## src/rtl/cb_executor_pkg.sv

```systemverilog
// Shared types and constants for the CB-prefix executor and its decoder.
package cb_executor_pkg;

    localparam int unsigned DATA_W = 8;
    localparam int unsigned ADDR_W = 16;
    localparam int unsigned FLAG_W = 4;
    localparam int unsigned SEL_W  = 3;

    localparam logic [SEL_W-1:0] REG_B   = 3'd0;
    localparam logic [SEL_W-1:0] REG_C   = 3'd1;
    localparam logic [SEL_W-1:0] REG_D   = 3'd2;
    localparam logic [SEL_W-1:0] REG_E   = 3'd3;
    localparam logic [SEL_W-1:0] REG_H   = 3'd4;
    localparam logic [SEL_W-1:0] REG_L   = 3'd5;
    localparam logic [SEL_W-1:0] REG_HLI = 3'd6;
    localparam logic [SEL_W-1:0] REG_A   = 3'd7;

    localparam int unsigned FLAG_Z = 3;
    localparam int unsigned FLAG_N = 2;
    localparam int unsigned FLAG_H = 1;
    localparam int unsigned FLAG_C = 0;

    typedef enum logic [2:0] {
        ST_IDLE,
        ST_RD_REG,
        ST_MEM_RD,
        ST_EXEC,
        ST_MEM_WR,
        ST_WB
    } cb_state_t;

    typedef enum logic [1:0] {
        CB_SHIFT,
        CB_BIT,
        CB_RES,
        CB_SET
    } cb_class_t;

    typedef enum logic [4:0] {
        alu_NOP,
        alu_ADD,
        alu_ADC,
        alu_SUB,
        alu_SBC,
        alu_AND,
        alu_XOR,
        alu_OR,
        alu_CP,
        alu_INC,
        alu_DEC,
        alu_RLC,
        alu_RRC,
        alu_RL,
        alu_RR,
        alu_SLA,
        alu_SRA,
        alu_SWAP,
        alu_SRL
    } alu_op_t;

    // One-hot mask for a bit index within a data byte.
    function automatic logic [DATA_W-1:0] bit_mask(input logic [SEL_W-1:0] idx);
        return DATA_W'(1) << idx;
    endfunction

endpackage

```

## src/rtl/cb_executor_decode.sv

```systemverilog
// Combinational decode of a CB opcode byte into class, shift op, bit index and operand.
module cb_decode
    import cb_executor_pkg::*;
(
    input  logic [DATA_W-1:0] cb_opcode,
    output cb_class_t         cls_c,
    output alu_op_t           alu_op_c,
    output logic [SEL_W-1:0]  bit_idx_c,
    output logic [SEL_W-1:0]  reg_idx_c,
    output logic              is_mem_c
);

    always_comb begin
        cls_c     = cb_class_t'(cb_opcode[7:6]);
        bit_idx_c = cb_opcode[5:3];
        reg_idx_c = cb_opcode[2:0];
        is_mem_c  = (cb_opcode[2:0] == REG_HLI);
        alu_op_c  = alu_NOP;
        case (cb_opcode[5:3])
            3'd0:    alu_op_c = alu_RLC;
            3'd1:    alu_op_c = alu_RRC;
            3'd2:    alu_op_c = alu_RL;
            3'd3:    alu_op_c = alu_RR;
            3'd4:    alu_op_c = alu_SLA;
            3'd5:    alu_op_c = alu_SRA;
            3'd6:    alu_op_c = alu_SWAP;
            default: alu_op_c = alu_SRL;
        endcase
    end

endmodule

```

## src/rtl/cb_executor.sv

```systemverilog
// Sequential executor for CB-prefixed rotate/shift/swap, BIT, RES and SET instructions.
module cb_executor
    import cb_executor_pkg::*;
(
    input  logic              clk,
    input  logic              rst_b,
    input  logic              start,
    input  logic [DATA_W-1:0] cb_opcode,
    output logic              busy,
    output logic              done,
    output logic [SEL_W-1:0]  rf_sel,
    input  logic [DATA_W-1:0] rf_rdata,
    output logic              rf_we,
    output logic [DATA_W-1:0] rf_wdata,
    input  logic [ADDR_W-1:0] hl,
    output logic              mem_req,
    output logic              mem_we,
    output logic [ADDR_W-1:0] mem_addr,
    output logic [DATA_W-1:0] mem_wdata,
    input  logic [DATA_W-1:0] mem_rdata,
    input  logic              mem_ack,
    input  logic [FLAG_W-1:0] flags_in,
    output logic              flags_we,
    output logic [FLAG_W-1:0] flags_out,
    output logic [DATA_W-1:0] alu_op_A,
    output logic [DATA_W-1:0] alu_op_B,
    output alu_op_t           alu_op_code,
    output logic [FLAG_W-1:0] alu_curr_flags,
    input  logic [FLAG_W-1:0] alu_next_flags,
    input  logic [DATA_W-1:0] alu_result
);

    cb_class_t         dec_cls_c;
    alu_op_t           dec_op_c;
    logic [SEL_W-1:0]  dec_bit_c;
    logic [SEL_W-1:0]  dec_reg_c;
    logic              dec_mem_c;

    cb_decode u_decode (
        .cb_opcode (cb_opcode),
        .cls_c     (dec_cls_c),
        .alu_op_c  (dec_op_c),
        .bit_idx_c (dec_bit_c),
        .reg_idx_c (dec_reg_c),
        .is_mem_c  (dec_mem_c)
    );

    cb_state_t         state_q, state_d;
    cb_class_t         cls_q, cls_d;
    alu_op_t           alu_sel_q, alu_sel_d;
    logic [SEL_W-1:0]  bit_q, bit_d, reg_q, reg_d;
    logic              is_mem_q, is_mem_d;
    logic [FLAG_W-1:0] flags_q, flags_d, rflags_q, rflags_d;
    logic [ADDR_W-1:0] hl_q, hl_d;
    logic [DATA_W-1:0] operand_q, operand_d, result_q, result_d;

    logic              busy_d, done_d, rf_we_d, mem_req_d, mem_we_d, flags_we_d;
    logic [SEL_W-1:0]  rf_sel_d;
    logic [DATA_W-1:0] rf_wdata_d, mem_wdata_d, alu_op_A_d, alu_op_B_d;
    logic [ADDR_W-1:0] mem_addr_d;
    logic [FLAG_W-1:0] flags_out_d, alu_curr_flags_d;
    alu_op_t           alu_op_code_d;

    logic [DATA_W-1:0] result_c, wb_res_c, exec_opnd_c;
    logic [FLAG_W-1:0] rflags_c, wb_flags_c;
    logic              go_exec_c, go_wb_c;

    // Result and flags of the instruction in EXEC; shifts come straight from the ALU.
    always_comb begin
        result_c = operand_q;
        rflags_c = flags_q;
        case (cls_q)
            CB_SHIFT: begin
                result_c = alu_result;
                rflags_c = alu_next_flags;
            end
            CB_BIT:   rflags_c = {~operand_q[bit_q], 1'b0, 1'b1, flags_q[FLAG_C]};
            CB_RES:   result_c = operand_q & ~bit_mask(bit_q);
            CB_SET:   result_c = operand_q | bit_mask(bit_q);
        endcase
    end

    // WB is entered from EXEC (live result) or from MEM_WR (captured result).
    assign wb_res_c   = (state_q == ST_EXEC) ? result_c : result_q;
    assign wb_flags_c = (state_q == ST_EXEC) ? rflags_c : rflags_q;

    // Next state and next values of the registered outputs.
    always_comb begin
        state_d          = state_q;
        cls_d            = cls_q;
        alu_sel_d        = alu_sel_q;
        bit_d            = bit_q;
        reg_d            = reg_q;
        is_mem_d         = is_mem_q;
        flags_d          = flags_q;
        hl_d             = hl_q;
        operand_d        = operand_q;
        result_d         = result_q;
        rflags_d         = rflags_q;
        busy_d           = busy;
        done_d           = 1'b0;
        rf_we_d          = 1'b0;
        rf_sel_d         = rf_sel;
        rf_wdata_d       = rf_wdata;
        mem_req_d        = 1'b0;
        mem_we_d         = mem_we;
        mem_addr_d       = mem_addr;
        mem_wdata_d      = mem_wdata;
        flags_we_d       = 1'b0;
        flags_out_d      = flags_out;
        alu_op_A_d       = alu_op_A;
        alu_op_B_d       = alu_op_B;
        alu_op_code_d    = alu_NOP;
        alu_curr_flags_d = alu_curr_flags;
        go_exec_c        = 1'b0;
        go_wb_c          = 1'b0;
        exec_opnd_c      = operand_q;

        case (state_q)
            ST_IDLE: begin
                if (start) begin
                    cls_d     = dec_cls_c;
                    alu_sel_d = dec_op_c;
                    bit_d     = dec_bit_c;
                    reg_d     = dec_reg_c;
                    is_mem_d  = dec_mem_c;
                    flags_d   = flags_in;
                    hl_d      = hl;
                    busy_d    = 1'b1;
                    if (dec_mem_c) begin
                        state_d    = ST_MEM_RD;
                        mem_req_d  = 1'b1;
                        mem_we_d   = 1'b0;
                        mem_addr_d = hl;
                    end else begin
                        state_d  = ST_RD_REG;
                        rf_sel_d = dec_reg_c;
                    end
                end
            end
            ST_RD_REG: begin
                operand_d   = rf_rdata;
                exec_opnd_c = rf_rdata;
                go_exec_c   = 1'b1;
            end
            ST_MEM_RD: begin
                if (mem_ack) begin
                    operand_d   = mem_rdata;
                    exec_opnd_c = mem_rdata;
                    go_exec_c   = 1'b1;
                end else begin
                    mem_req_d  = 1'b1;
                    mem_we_d   = 1'b0;
                    mem_addr_d = hl_q;
                end
            end
            ST_EXEC: begin
                result_d = result_c;
                rflags_d = rflags_c;
                if (is_mem_q && (cls_q != CB_BIT)) begin
                    state_d     = ST_MEM_WR;
                    mem_req_d   = 1'b1;
                    mem_we_d    = 1'b1;
                    mem_addr_d  = hl_q;
                    mem_wdata_d = result_c;
                end else begin
                    go_wb_c = 1'b1;
                end
            end
            ST_MEM_WR: begin
                if (mem_ack) begin
                    go_wb_c = 1'b1;
                end else begin
                    mem_req_d = 1'b1;
                    mem_we_d  = 1'b1;
                end
            end
            ST_WB: begin
                state_d = ST_IDLE;
                busy_d  = 1'b0;
            end
            default: state_d = ST_IDLE;
        endcase

        if (go_exec_c) begin
            state_d          = ST_EXEC;
            alu_op_A_d       = '0;
            alu_op_B_d       = exec_opnd_c;
            alu_curr_flags_d = flags_q;
            if (cls_q == CB_SHIFT) alu_op_code_d = alu_sel_q;
        end

        if (go_wb_c) begin
            state_d     = ST_WB;
            done_d      = 1'b1;
            flags_we_d  = (cls_q == CB_SHIFT) || (cls_q == CB_BIT);
            flags_out_d = wb_flags_c;
            if (!is_mem_q && (cls_q != CB_BIT)) begin
                rf_we_d    = 1'b1;
                rf_sel_d   = reg_q;
                rf_wdata_d = wb_res_c;
            end
        end
    end

    always_ff @(posedge clk) begin
        if (!rst_b) begin
            state_q        <= ST_IDLE;
            cls_q          <= CB_SHIFT;
            alu_sel_q      <= alu_NOP;
            bit_q          <= '0;
            reg_q          <= '0;
            is_mem_q       <= 1'b0;
            flags_q        <= '0;
            hl_q           <= '0;
            operand_q      <= '0;
            result_q       <= '0;
            rflags_q       <= '0;
            busy           <= 1'b0;
            done           <= 1'b0;
            rf_we          <= 1'b0;
            rf_sel         <= '0;
            rf_wdata       <= '0;
            mem_req        <= 1'b0;
            mem_we         <= 1'b0;
            mem_addr       <= '0;
            mem_wdata      <= '0;
            flags_we       <= 1'b0;
            flags_out      <= '0;
            alu_op_A       <= '0;
            alu_op_B       <= '0;
            alu_op_code    <= alu_NOP;
            alu_curr_flags <= '0;
        end else begin
            state_q        <= state_d;
            cls_q          <= cls_d;
            alu_sel_q      <= alu_sel_d;
            bit_q          <= bit_d;
            reg_q          <= reg_d;
            is_mem_q       <= is_mem_d;
            flags_q        <= flags_d;
            hl_q           <= hl_d;
            operand_q      <= operand_d;
            result_q       <= result_d;
            rflags_q       <= rflags_d;
            busy           <= busy_d;
            done           <= done_d;
            rf_we          <= rf_we_d;
            rf_sel         <= rf_sel_d;
            rf_wdata       <= rf_wdata_d;
            mem_req        <= mem_req_d;
            mem_we         <= mem_we_d;
            mem_addr       <= mem_addr_d;
            mem_wdata      <= mem_wdata_d;
            flags_we       <= flags_we_d;
            flags_out      <= flags_out_d;
            alu_op_A       <= alu_op_A_d;
            alu_op_B       <= alu_op_B_d;
            alu_op_code    <= alu_op_code_d;
            alu_curr_flags <= alu_curr_flags_d;
        end
    end

endmodule

```

## config.mk

```make
export PLATFORM = sky130hd
export DESIGN_NAME = cb_executor
export DESIGN_NICKNAME = d
export VERILOG_FILES = /design/src/rtl/cb_executor_pkg.sv /design/src/rtl/cb_executor_decode.sv /design/src/rtl/cb_executor.sv
export SDC_FILE = /design/constraint.sdc
export NUM_CORES = 1
export LEC_CHECK = 0
export CAP_MARGIN = 20
export CORE_AREA = 2 2 107 109
export DETAILED_ROUTE_END_ITERATION = 10
export DIE_AREA = 0 0 109 111
export PLACE_DENSITY_LB_ADDON = 0.25
export SYNTH_ARGS = -nofsm -noshare
export SYNTH_HDL_FRONTEND = slang
export SYNTH_SLANG_ARGS = --single-unit
```

## constraint.sdc

```tcl
create_clock -name clk -period 2.2 [get_ports clk]
set_input_delay 0.22 -clock clk [delete_from_list [all_inputs] [get_ports clk]]
set_output_delay 0.22 -clock clk [all_outputs]
set_load 0.01 [all_outputs]
```

## After elaboration in Yosys (flattened, before gate mapping)

Index checks and enable logic that the tools add are counted.

| operators by class | value |
|---|---|
| magnitude comparators | 1 |
| eq/ne operators | 27 |
| shift-type cells | 1 |
| multiplexer cells | 44 |
| bitwise operators | 5 |
| reduce and logical (&&, ||, !) cells | 23 |

Operator list:

| operator | number |
|---|---|
| $mux 16 | 4 |
| $pmux 16 s3 | 1 |
| $pmux 5 s7 | 1 |
| $mux 3 | 9 |
| $pmux 8 s3 | 1 |
| $eq 3x3->1 const B | 6 |
| $mux 8 | 2 |
| $pmux 8 s2 | 1 |
| $mux 1 | 15 |
| $eq 3x2->1 const B | 4 |
| $reduce_and 2->1 | 5 |
| $pmux 3 s3 | 1 |
| $reduce_and 3->1 | 3 |
| $and 8x8->8 | 1 |
| $ne 2x2->1 const B | 4 |
| $not 8->8 | 1 |
| $or 8x8->8 | 1 |
| $pmux 4 s2 | 1 |
| $shl 1x3->8 const A | 1 |
| $eq 3x1->1 const B | 2 |
| $logic_not 3->1 | 2 |
| $ne 2x1->1 const B | 3 |
| $pmux 1 s2 | 3 |
| $reduce_and 6->1 | 1 |
| 24 further kinds | 28 |

| word-level totals | value |
|---|---|
| flip-flop bits (word level) | 119 |
| input bits | 60 |
| output and inout port bits | 70 |

## Depth between registers and ports, before layout

| logic depth | value |
|---|---|
| word-level depth | 6 |
| mapped depth | 7 |
| gate-level depth less buffers | 6 |

## By module

Synthesis repeated with hierarchy kept, for this count alone.

| second synthesis, totals | value |
|---|---|
| cells, all modules | 595 |
| area total of the unflattened synthesis | 5053.6 sq um |

By module, submodules not included:

| module | times used | cells an instance | area each (sq um) |
|---|---|---|---|
| cb_executor | 1 | 579 | 4949.7 |
| cb_decode | 1 | 16 | 103.8 |

## Worst setup path after synthesis

Ideal clock, no wire load.

| timing | value |
|---|---|
| kind | reg2reg |
| start | register state_q[2] |
| end | register mem_we |
| setup time | 123 ps |
| data arrival time | 1453 ps |
| required time | 2077 ps |
| path slack | 624 ps |
| cell stages (with the launch flop) | 7 |
| buffers on the path | 2 |
| path through | dfxtp_1 -> and3b_1 -> buf_2 -> and3_1 -> buf_4 -> a211o_1 -> mux2_1 |

| between the ends | value |
|---|---|
| cells in the longest elaborated chain, start to end | 3 |

Ends and longest elaborated chain:

| what | RTL line | RTL |
|---|---|---|
| start, declared | cb_executor.sv:48 | `cb_state_t state_q, state_d;` |
| start signal, assigned | cb_executor.sv:235 | `state_q <= state_d;` |
| $eq 3x2->1 (tied with other cells) | cb_executor.sv:119 | `case (state_q)` |
| $ne 2x1->1 (no line) (tied with other cells) | - |  |
| $reduce_and 6->1 (no line) | - |  |
| end signal, assigned | cb_executor.sv:252 | `mem_we <= mem_we_d;` |
| end, declared | cb_executor.sv:17 | `output logic mem_we,` |

Several ways; a longest one is shown, not always the timed one.
A chain may end at the register's enable or synchronous reset.

## Worst setup path after layout

| timing | value |
|---|---|
| start | register cls_q[0] |
| end | register rf_sel[0] |

| between the ends | value |
|---|---|
| cells in the longest elaborated chain, start to end | 5 |

Ends and longest elaborated chain:

| what | RTL line | RTL |
|---|---|---|
| start, declared | cb_executor.sv:49 | `cb_class_t cls_q, cls_d;` |
| start signal, assigned | cb_executor.sv:236 | `cls_q <= cls_d;` |
| $ne 2x1->1 (*) | cb_executor.sv:160, cb_executor.sv:198 |  |
| $logic_and 1x1->1 | cb_executor.sv:160 | `if (is_mem_q && (cls_q != CB_BIT)) begin` |
| $mux 1 | cb_executor.sv:160 |  |
| $pmux 1 s2 | cb_executor.sv:119 |  |
| $mux 3 (*) | cb_executor.sv:193 | `if (go_wb_c) begin` |
| end signal, assigned | cb_executor.sv:249 | `rf_sel <= rf_sel_d;` |
| end, declared | cb_executor.sv:11 | `output logic [SEL_W-1:0] rf_sel,` |

Every way passes the cells marked *; elsewhere a longest branch is shown, timed or not.

==> run_results.csv <==
group,metric,value,unit
clock_tree,cts_tree,"built",
final_layout,final_common_cell,"clkdlybuf4s50_1",
synth,syn_area,0.00535,mm2
synth,async_flop_share,0,%
drt,drc,0,
final_layout,num-nets-final,794,
grt,antenna_found_initial,0,
flow_run,cap_violations,0,
synth,yosysTopAreaCell,"dfxtp_1",
timing,hold_viol,0,
worst_setup_path,critPathArrivalTime,2.28,ns
worst_setup_path,crit_type,"flip-flop to flip-flop",
power,ir_worst_vdd,0.487,mV
clock_tree,cts-buffers-inserted,17,
floorplan,die_w,109,um
worst_setup_path,crit_required,2.53,ns
clock_tree,ctsHoldBuffers,0,
placed_design,routabilityCongestion,0.818,
clock_tree,path_clk_slew,0.06,ns
timing,fin_crit,1.95,ns
grt,grt_pass1_vias,4574,
grt,grt_first_pass_wirelength,22400,um
floorplan,die-area,0.0121,mm2
timing,fin_crit_sh,88.8,%
final_layout,drive_above_1_share,10.9,%
floorplan,ios,130,
worst_setup_path,cp_slowest_cell,"dfxtp_1",
power,powerDensity,1030,mW/mm2
timing,slew_headroom,53.6,%
clock_tree,htree_levels,4,
clock_tree,clk_latency,0.41,ns
clock_tree,cts_resized,0,
synth,synth_top_area_share,44.6,%
final_layout,num_antenna_cells,0,
power,power.leakage,0.00284,uW
drt,avgViaCountPerCell,5.46,
worst_setup_path,startpoint_type,"flip-flop",
synth,synthTopCellsByArea,"dfxtp_1 45%, nand2_1 7.3%, a21oi_1 6.6%",
timing,setup_ws,0.247,ns
clock_tree,cts.path.max_buffers,2,
placed_design,io_buffers,121,
outcome,status,"completed",
worst_setup_path,critPathMaxStageDelay,0.63,ns
worst_setup_path,path_depth,4,
synth,ys_seq_area_share,44.6,%
grt,grtUsageTotal,23.6,%
worst_setup_path,reg2reg_setup_slack,0.25,ns
synth,yosysWarningCount,0,
drt,wl_per_cell,15.8,um
worst_setup_path,endpoint_kind,"flip-flop",
final_layout,final_cell_mix,"120 x clkdlybuf4s50_1, 119 x dfxtp_1, 104 x nand2_1",
worst_setup_path,reg2regPathDepth,4,
worst_setup_path,crit_buf_inv,0,
drt,final_antenna_net_count,0,
clock_tree,cts.sinks,119,
synth,syn_avg_cell_area,8.64,um2
worst_setup_path,crit_fanout,22,
drt,drtIter0Drc,358,
placed_design,pre_cts_ws,0.163,ns
hold_path,whs_path_depth,3,
clock_tree,ctsRootBufferMaster,"clkbuf_16",
floorplan,floorplan.initialDensity,48.3,%
synth,synth-edff-count,0,
synth,synthCells,619,
timing,grt_setup_unrepaired,"false",
worst_setup_path,crit_chain,"nor2b_1 -> a211o_1 -> o21ai_0 -> a31oi_1",
final_layout,fillers,896,
timing,finalClockSkew,0.00854,ns
worst_setup_path,critical_path.top_delay_family,"compound AO/OA/AOI/OAI gates",
placed_design,hpwlAfterDp,9820,um
floorplan,coreArea,0.0111,mm2
floorplan,dieHeight,111,um
timing,setup-violations-final,0,
synth,synth.distinct_cells,58,
grt,grt_overflow,0,
clock_tree,post_cts_buffers,0,
drt,firstDrtPassIters,4,
drt,vias,4835,
timing,holdWs,0.258,ns
drt,routed_wl,14000,um
synth,synth_ff_type,"dfxtp_1",
grt,grt_max_degree,34,
hold_path,hold_class,"input port to flip-flop",
timing,worstMarginPinSlew,0.697,ns
timing,drv_slew,0,
timing,fmaxAchievable,0.512,GHz
final_layout,layout.cells.non_filler,886,
timing,finalSetupTns,0,ns
placed_design,place_inst,854,
synth,ys_ff_latch,119,
final_layout,syn2layout_area_growth,36.4,%
floorplan,rows,39,
report_power, final:
part,internal (uW),total (uW),switching (uW)
combinational,851,1750,901
clock,2100,3080,976
sequential,2440,2660,228
sequential cells by signal, indices dropped and copies added, names as in the netlist, 5 cells and up:
register / flops
result_q: 8
mem_addr: 16
alu_op_B: 8
hl_q: 16
alu_op_code: 5
alu_sel_q: 5
mem_wdata: 8
operand_q: 8
rf_wdata: 8
synthesized netlist by cell type, types with 2 or more instances:
master	instances
nand4b_1	9
buf_2	14
mux2i_1	20
dfxtp_1	119
and4_1	5
o21ai_1	2
a21oi_1	70
buf_6	4
nor2b_1	2
or3b_1	3
clkbuf_1	29
and2_1	7
o221ai_1	2
a32o_1	7
ha_1	4
nor3b_1	2
and3b_1	2
nor3_1	14
buf_1	3
o21ai_0	17
a211o_1	3
nand2b_1	4
and4b_1	3
o21a_1	7
nand3b_1	12
mux2_2	16
inv_1	7
o31ai_1	9
mux4_2	2
nor2_1	53
nand2_1	104
o22ai_1	2
nand3_1	12
buf_4	11
a221o_1	4
nor4bb_1	3
a21o_1	2
a211oi_1	10
metal layers:
metal	vias to the layer above	global-route usage, %	part of all wire (%)
li1	2386	-	-
met1	2278	30.9	43
met2	160	38.3	49
met3	11	4.64	6.7
met4	0	8.72	1.0
met5	-	0	0
cell type report:
cell class              count  area [um2]  area share [%]
multi-input cells         439        2650            36.3
clock buffers              21         470            6.45
repair buffers            146        1390            19.1
inverters                   7        26.3           0.360
flip-flops and latches    119        2380            32.7
clock inverters            11         195            2.68
well taps                 143         179            2.45
final timing paths:
kind / to / startpoint
hold reg to reg: hl_q[8] / hl_q[8]
hold / removal: rf_wdata[0] / rst_b
setup reg to reg: rf_sel[0] / cls_q[0]
setup / recovery: rf_sel[0] / cls_q[0]
per-stage QoR:
step | area, um2 | power, uW | util, %
after floorplan | 5370 | 3810 | -
after global routing | 7290 | 7830 | 65.8
after CTS | 7290 | 7530 | 65.8
after global placement | 6630 | 4380 | 59.8
after detailed placement | 6630 | 4430 | 59.8
final | 7290 | 7490 | 65.8
worst reg2reg max path, stage by stage, from the launching register on:
cell     delay [ns]
dfxtp_1        0.63
nor2b_1        0.31
a211o_1        0.60
o21ai_0        0.18
a31oi_1        0.16
kinds of logic (layout without fill, tap and decap cells):
logic type | count (synthesis) | after routing | share of synthesized area, %
compound gates | 142 | 142 | 16.5
fa+ha+maj | 4 | 4 | 0.936
buf+inv | 68 | 185 | 6.44
flops | 119 | 119 | 44.6
mux | 39 | 39 | 8.17
other cells | 1 | 8 | 0.0702
simple gates | 246 | 246 | 23.3
Note: power is estimated with default switching activity, not from simulation.
